$ cat config.mk
export PLATFORM = sky130hd
export DESIGN_NAME = cardinal_run_monitor
export DESIGN_NICKNAME = d
export VERILOG_FILES = /design/src/rtl/cardinal_pkg.sv /design/src/rtl/cardinal_dump_seq.sv /design/src/rtl/cardinal_run_monitor.sv
export SDC_FILE = /design/constraint.sdc
export NUM_CORES = 1
export LEC_CHECK = 0
export ABC_AREA = 1
export CAP_MARGIN = 5
export CORE_MARGIN = 5
export CORE_UTILIZATION = 41
export DETAILED_ROUTE_END_ITERATION = 8
export PLACE_DENSITY = 0.77
export SYNTH_ARGS = -nofsm -noshare
export SYNTH_HDL_FRONTEND = slang
export SYNTH_SLANG_ARGS = --single-unit
$ cat constraint.sdc
create_clock -name clk_i -period 1.9 [get_ports clk_i]
set_input_delay 0.19 -clock clk_i [delete_from_list [all_inputs] [get_ports clk_i]]
set_output_delay 0.19 -clock clk_i [all_outputs]
set_load 0.02 [all_outputs]
$ cat src/rtl/cardinal_pkg.sv
`default_nettype none
// ============================================================================
//  Module      : cardinal_pkg
//  Description : Shared definitions for the Cardinal run monitor: controller
//                state encoding, default halt instruction and the index-width
//                helper used to size node/address/counter fields.
//  Revision    : 1.0 - initial release
// ============================================================================
package cardinal_pkg;

    typedef enum logic [2:0] {
        ST_IDLE  = 3'd0,
        ST_RUN   = 3'd1,
        ST_FLUSH = 3'd2,
        ST_DUMP  = 3'd3,
        ST_DONE  = 3'd4
    } state_t;

    localparam logic [31:0] HALT_INSTR_DEFAULT = 32'h0000_0000;

    // Bits needed to index n items; a single item still gets a 1-bit field.
    function automatic int unsigned idx_width(input int unsigned n);
        return (n <= 32'd1) ? 32'd1 : $clog2(n);
    endfunction

endpackage
`default_nettype wire

$ cat src/rtl/cardinal_dump_seq.sv
`default_nettype none
// ============================================================================
//  Module      : cardinal_dump_seq
//  Description : Node/address beat sequencer for the post-run memory dump.
//                start_i arms the sequencer at (0,0); each valid/ready
//                handshake advances addr, wrapping into the next node.
//                done_o pulses on the handshake of the final beat.
//  Ports       : clk_i, rst_ni        - clock, async active-low reset
//                start_i              - begin a dump at node 0, addr 0
//                ready_i              - consumer accepts the current beat
//                valid_o/node_o/addr_o/last_o - current beat
//                done_o               - final beat handshaked this cycle
//  Revision    : 1.0 - initial release
// ============================================================================
module cardinal_dump_seq #(
    parameter int unsigned NUM_NODES  = 4,
    parameter int unsigned DUMP_DEPTH = 128,
    parameter int unsigned NODE_W     = 2,
    parameter int unsigned ADDR_W     = 7
) (
    input  logic              clk_i,
    input  logic              rst_ni,
    input  logic              start_i,
    input  logic              ready_i,
    output logic              valid_o,
    output logic [NODE_W-1:0] node_o,
    output logic [ADDR_W-1:0] addr_o,
    output logic              last_o,
    output logic              done_o
);

    localparam logic [NODE_W-1:0] C_NODE_LAST = NODE_W'(NUM_NODES - 1);
    localparam logic [ADDR_W-1:0] C_ADDR_LAST = ADDR_W'(DUMP_DEPTH - 1);

    logic              active_q, active_d;
    logic [NODE_W-1:0] node_q, node_d;
    logic [ADDR_W-1:0] addr_q, addr_d;
    logic              w_addr_last;
    logic              w_last;
    logic              w_fire;

    assign w_addr_last = (addr_q == C_ADDR_LAST);
    assign w_last      = active_q && (node_q == C_NODE_LAST) && w_addr_last;
    assign w_fire      = active_q && ready_i;

    // Pointers only move on a handshake, so they hold while the consumer
    // stalls; they return to (0,0) after the final beat.
    always_comb begin
        active_d = active_q;
        node_d   = node_q;
        addr_d   = addr_q;
        if (start_i) begin
            active_d = 1'b1;
            node_d   = '0;
            addr_d   = '0;
        end else if (w_fire) begin
            if (w_last) begin
                active_d = 1'b0;
                node_d   = '0;
                addr_d   = '0;
            end else if (w_addr_last) begin
                addr_d = '0;
                node_d = node_q + NODE_W'(1);
            end else begin
                addr_d = addr_q + ADDR_W'(1);
            end
        end
    end

    always_ff @(posedge clk_i or negedge rst_ni) begin
        if (!rst_ni) begin
            active_q <= 1'b0;
            node_q   <= '0;
            addr_q   <= '0;
        end else begin
            active_q <= active_d;
            node_q   <= node_d;
            addr_q   <= addr_d;
        end
    end

    assign valid_o = active_q;
    assign node_o  = node_q;
    assign addr_o  = addr_q;
    assign last_o  = w_last;
    assign done_o  = w_fire && w_last;

endmodule
`default_nettype wire

$ cat src/rtl/cardinal_run_monitor.sv
`default_nettype none
// ============================================================================
//  Module      : cardinal_run_monitor
//  Description : Multi-node run-control and completion monitor. Detects the
//                halt word per node, records each node's halt cycle, then
//                flushes for FLUSH_CYCLES and streams a (node, addr) dump.
//                A run that does not fully halt within TIMEOUT_CYCLES ends
//                in DONE with timeout_o set and no dump.
//  Ports       : clk_i, rst_ni                 - clock, async active-low reset
//                run_start_i                   - start pulse (IDLE/DONE only)
//                node_fetch_en_i/node_instr_i  - per-node fetch stream
//                node_halted_o/node_cycles_o   - halt flags / halt cycles
//                cycle_count_o                 - current run cycle
//                dump_*                        - dump beat valid/ready stream
//                run_done_o, timeout_o         - completion status
//  Revision    : 1.0 - initial release
// ============================================================================
module cardinal_run_monitor
    import cardinal_pkg::*;
#(
    parameter int unsigned             NUM_NODES      = 4,
    parameter int unsigned             INSTR_WIDTH    = 32,
    parameter logic [INSTR_WIDTH-1:0]  HALT_INSTR     = INSTR_WIDTH'(HALT_INSTR_DEFAULT),
    parameter int unsigned             CYC_WIDTH      = 32,
    parameter int unsigned             FLUSH_CYCLES   = 5,
    parameter int unsigned             DUMP_DEPTH     = 128,
    parameter int unsigned             TIMEOUT_CYCLES = 500
) (
    input  logic                                 clk_i,
    input  logic                                 rst_ni,
    input  logic                                 run_start_i,
    input  logic [NUM_NODES-1:0]                 node_fetch_en_i,
    input  logic [NUM_NODES*INSTR_WIDTH-1:0]     node_instr_i,
    output logic [NUM_NODES-1:0]                 node_halted_o,
    output logic [NUM_NODES*CYC_WIDTH-1:0]       node_cycles_o,
    output logic [CYC_WIDTH-1:0]                 cycle_count_o,
    output logic                                 dump_valid_o,
    input  logic                                 dump_ready_i,
    output logic [idx_width(NUM_NODES)-1:0]      dump_node_o,
    output logic [idx_width(DUMP_DEPTH)-1:0]     dump_addr_o,
    output logic                                 dump_last_o,
    output logic                                 run_done_o,
    output logic                                 timeout_o
);

    localparam int unsigned NODE_W  = idx_width(NUM_NODES);
    localparam int unsigned ADDR_W  = idx_width(DUMP_DEPTH);
    localparam int unsigned FLUSH_W = idx_width(FLUSH_CYCLES);

    localparam logic [CYC_WIDTH-1:0] C_TIMEOUT_LAST = CYC_WIDTH'(TIMEOUT_CYCLES - 1);
    localparam logic [FLUSH_W-1:0]   C_FLUSH_LOAD   = FLUSH_W'(FLUSH_CYCLES - 1);

    state_t                          state_q, state_d;
    logic [FLUSH_W-1:0]              flush_q, flush_d;
    logic [CYC_WIDTH-1:0]            cyc_q, cyc_d;
    logic [NUM_NODES-1:0]            halted_q, halted_d;
    logic [NUM_NODES*CYC_WIDTH-1:0]  cycles_q, cycles_d;
    logic                            timeout_q, timeout_d;

    logic [NUM_NODES-1:0]            w_new_halt;
    logic                            w_all_halt;
    logic                            w_dump_start;
    logic                            w_dump_done;

    // A node halts on its first qualified halt word of the run only.
    for (genvar gi = 0; gi < NUM_NODES; gi++) begin : g_halt
        assign w_new_halt[gi] = (state_q == ST_RUN) && node_fetch_en_i[gi]
                              && (node_instr_i[gi*INSTR_WIDTH +: INSTR_WIDTH] == HALT_INSTR)
                              && !halted_q[gi];
    end

    // Includes halts landing this cycle, so the last halt moves straight on.
    assign w_all_halt = &(halted_q | w_new_halt);

    always_comb begin
        state_d      = state_q;
        flush_d      = flush_q;
        cyc_d        = cyc_q;
        halted_d     = halted_q;
        cycles_d     = cycles_q;
        timeout_d    = timeout_q;
        w_dump_start = 1'b0;
        case (state_q)
            ST_IDLE, ST_DONE: begin
                if (run_start_i) begin
                    state_d   = ST_RUN;
                    cyc_d     = '0;
                    halted_d  = '0;
                    cycles_d  = '0;
                    timeout_d = 1'b0;
                end
            end
            ST_RUN: begin
                halted_d = halted_q | w_new_halt;
                for (int i = 0; i < int'(NUM_NODES); i++) begin
                    if (w_new_halt[i]) begin
                        cycles_d[i*CYC_WIDTH +: CYC_WIDTH] = cyc_q;
                    end
                end
                // Halt has priority over a timeout in the same cycle. The
                // count only advances while the run continues, so the value
                // at exit is the cycle on which the run ended.
                if (w_all_halt) begin
                    state_d = ST_FLUSH;
                    flush_d = C_FLUSH_LOAD;
                end else if (cyc_q == C_TIMEOUT_LAST) begin
                    state_d   = ST_DONE;
                    timeout_d = 1'b1;
                end else if (cyc_q != '1) begin
                    cyc_d = cyc_q + CYC_WIDTH'(1);
                end
            end
            ST_FLUSH: begin
                if (flush_q == '0) begin
                    state_d      = ST_DUMP;
                    w_dump_start = 1'b1;
                end else begin
                    flush_d = flush_q - FLUSH_W'(1);
                end
            end
            ST_DUMP: begin
                if (w_dump_done) begin
                    state_d = ST_DONE;
                end
            end
            default: begin
                state_d = ST_IDLE;
            end
        endcase
    end

    always_ff @(posedge clk_i or negedge rst_ni) begin
        if (!rst_ni) begin
            state_q   <= ST_IDLE;
            flush_q   <= '0;
            cyc_q     <= '0;
            halted_q  <= '0;
            cycles_q  <= '0;
            timeout_q <= 1'b0;
        end else begin
            state_q   <= state_d;
            flush_q   <= flush_d;
            cyc_q     <= cyc_d;
            halted_q  <= halted_d;
            cycles_q  <= cycles_d;
            timeout_q <= timeout_d;
        end
    end

    cardinal_dump_seq #(
        .NUM_NODES  (NUM_NODES),
        .DUMP_DEPTH (DUMP_DEPTH),
        .NODE_W     (NODE_W),
        .ADDR_W     (ADDR_W)
    ) u_dump_seq (
        .clk_i   (clk_i),
        .rst_ni  (rst_ni),
        .start_i (w_dump_start),
        .ready_i (dump_ready_i),
        .valid_o (dump_valid_o),
        .node_o  (dump_node_o),
        .addr_o  (dump_addr_o),
        .last_o  (dump_last_o),
        .done_o  (w_dump_done)
    );

    assign node_halted_o = halted_q;
    assign node_cycles_o = cycles_q;
    assign cycle_count_o = cyc_q;
    assign run_done_o    = (state_q == ST_DONE);
    assign timeout_o     = timeout_q;

endmodule
`default_nettype wire

==> impl_metrics.tcl <==
set metrics [dict create \
    rsz0062_at_grt "true" \
    totalWireLength_mm 33.2 \
    syn_area_um2 8930 \
    setup_slack_ps -114 \
    fin_nets 1510 \
    cap_violations 0 \
    critPathLaunch "state_q[1]" \
    initial_utilization_pct 41.3 \
    pre_cts_slack_ps -339 \
    path_class "reg -> reg" \
    detail_route.wl_per_cell_um 20.0 \
    drc 0 \
    final.min_clock_period_ps 2010 \
    yosysSeqAreaShare_pct 50.7 \
    grt_max_degree 48 \
    drv_slew 0 \
    dieArea_um2 24800 \
    n_fill_cell 1678 \
    cts_buffers 17 \
    clock_latency_ps 430 \
    cts_tree "done" \
    std_cell_rows 54 \
    cp.arrival_ps 2320 \
    worstMarginPinSlew_ps 581 \
    worstPathRequired_ps 2210 \
    die_h_um 158 \
    cp-start-kind "flop" \
    endpoint_kind "flop" \
    regToRegStartpoint "state_q[1]" \
    relSlewSlack_pct 60.9 \
    synth.area.top_cells "dfrtp_1, mux2_2, nand2_1" \
    num_vias 8506 \
    slowest_stage "dfrtp_1" \
    via_per_inst 5.12 \
    synth.top_cell.area_share_pct 50.7 \
    finish.utilization_pct 68.3 \
    ant_nets 0 \
    yosys_warnings 0 \
    antenna_found_initial 0 \
    path_buf_inv 5 \
    async_flop_share_pct 100 \
    grt_pass1_vias 8358 \
    instances_no_fill 1661 \
    clock_tree.root_cell "clkbuf_16" \
    power_density_nw_per_um2 564 \
    hpwl_mm 22.1 \
    slowest_delay_ps 400 \
    fin_skew_ps 10.1 \
    final_hold_viol_count 0 \
    synth-seq-cells 181 \
    place_inst 1597 \
    area_delta_synth_final_pct 65.4 \
    num_io_pins 313 \
    core-area_um2 21600 \
    dr.pass1.iters 6 \
    synth_cell_types 38 \
    grt-ovfl-total 0 \
    h-tree-depth 4 \
    cellLeakagePower_nw 6.54 \
    synth-edff-count 0 \
    routabilityCongestion 0.945 \
    grt_use_total_pct 24.0 \
    min_path_type "in -> async" \
    fin_crit_sh_pct 106 \
    outcome "finished, violations left" \
    clock_path_buffers 2 \
    crit_fanout 8 \
    cts_sinks 181 \
    synth.net_count 1096 \
    path_cells "inv_2 > nand3_4 > inv_4 > buf_12 > nand3_4 > nor2_4 > buf_6 > nor2_4 > nor2_4 > nand3_4 > clkbuf_16 > nand3_1 > nand2_1" \
    ys.flop_type "dfrtp_1" \
    die_width_um 158 \
    peakVddDrop_mv 0.542 \
    synth_top_area_cell "dfrtp_1" \
    syn_area_per_cell_um2 9.35 \
    violations "setup timing" \
    fmax_ghz 0.497 \
    dr.first_iter.drc_count 569 \
    setup_violations 58 \
    path_clk_slew_ps 70 \
    layout-drive-gt1-share_pct 26.0 \
    hold_slack_ps 279 \
    synth_common_cells "nand2_1, nor2_1, dfrtp_1" \
    grt_pass1_wl_mm 46.3 \
    synthCells 955 \
    p_total_mw 8.33 \
    portBuffers 312 \
    yosysMostFrequentCell "nand2_1" \
    cp_top_family "simple AND/OR/NAND/NOR gates" \
    antenna_cells 0 \
]
[per-layer routing]
metal / global-route usage (%) / routed length [µm] / vias to the layer above
li1: - / - / 3962
met1: 32.3 / 13700 / 4156
met2: 39.0 / 16300 / 328
met3: 6.31 / 2460 / 60
met4: 6.15 / 733 / 0
met5: 0 / 0 / -
[registers in the layout, summed over array words and instances, names as in the netlist]
register and cells:
node_cycles_o 128, cycle_count_o 32, u_dump_seq.addr_o 7, node_halted_o 4, flush_q 3, state_q 3
u_dump_seq.node_o 2, timeout_o 1, u_dump_seq.valid_o 1
[cell usage in the layout, fill, tap and decap left out, types with 3 or more instances in the layout]
cell             Yosys  routed
ha_1                 5       3
inv_6                0       6
nand3_4              1       9
inv_1               65      61
buf_12               0      15
nand2_1            186     168
nor2_4               3      11
nand2_2              2      12
nor3_1              21      20
clkinv_2             0       3
xor2_1              18      18
nand2_4              0       5
o21ai_0             16      13
nand4_1             17      17
inv_2                2       5
buf_6                4      15
buf_16               0       3
nor2_2               4       7
nor2_1             183     172
dfrtp_1            181     179
nand2_8              1       5
a21oi_1             14      14
nand3_2              2      21
clkdlybuf4s50_1      0     307
mux2_4               0      67
nand3_1             56      30
a31oi_1              3       3
mux2_2             128      61
clkbuf_16            0      24
buf_4                9      71
[worst reg2reg max path: cells and delay by family, from the launching register on]
family,cells,cell delay [ps]
flops,1,400
buf+inv,5,640
simple gates,8,860
[metrics by stage]
stage / TNS (ps) / cell area, µm²
global route: -8700 / 14800
floorplan: -148 / 8950
CTS: -160 / 13900
detailed placement: -39310 / 13000
global placement: -35200 / 13000
finish: -1370 / 14800
[power breakdown]
group / internal, mW / switching, mW
registers: 3.91 / 0.0688
clock network: 1.99 / 1.57
logic: 0.460 / 0.333
total: 6.36 / 1.97
[cell families after synthesis]
kind of cell	synth area share, %
compound gates	2.42
xor+xnor	1.96
fa+ha+maj	0.700
buf+inv	5.03
flops	50.7
mux	16.1
simple gates	23.0
[repair_timing]
action,CTS,global route
buffers inserted,9,9
resized for setup,51,149
endpoints found under the hold margin,43,0
hold buffers,1,0
gates cloned,4,12
endpoints found under the setup margin,119,171
pin swaps,17,37
[worst paths after layout]
path                                      endpoint  slack, ps  cells past startpoint
worst max register to register   cycle_count_o[14]       -110                     13
worst max-delay path             cycle_count_o[14]       -110                     13
min in group clk_i              u_dump_seq.valid_o        430                      4
worst min-delay path             node_cycles_o[87]        280                      2
max in group asynchronous         cycle_count_o[1]       1000                      3
worst min register to register          flush_q[1]        500                      2
[area by class of cell]
class	count	area, µm²	area share (%)
tap	280	350	2.37
timing repair buffer	425	4420	29.9
clock buffer	18	439	2.97
sequential	181	4530	30.7
clock inverter	13	144	0.974
inverter	67	254	1.72
multi-input combinational	677	4640	31.4
No activity file was read; power rests on OpenSTA's default activity.
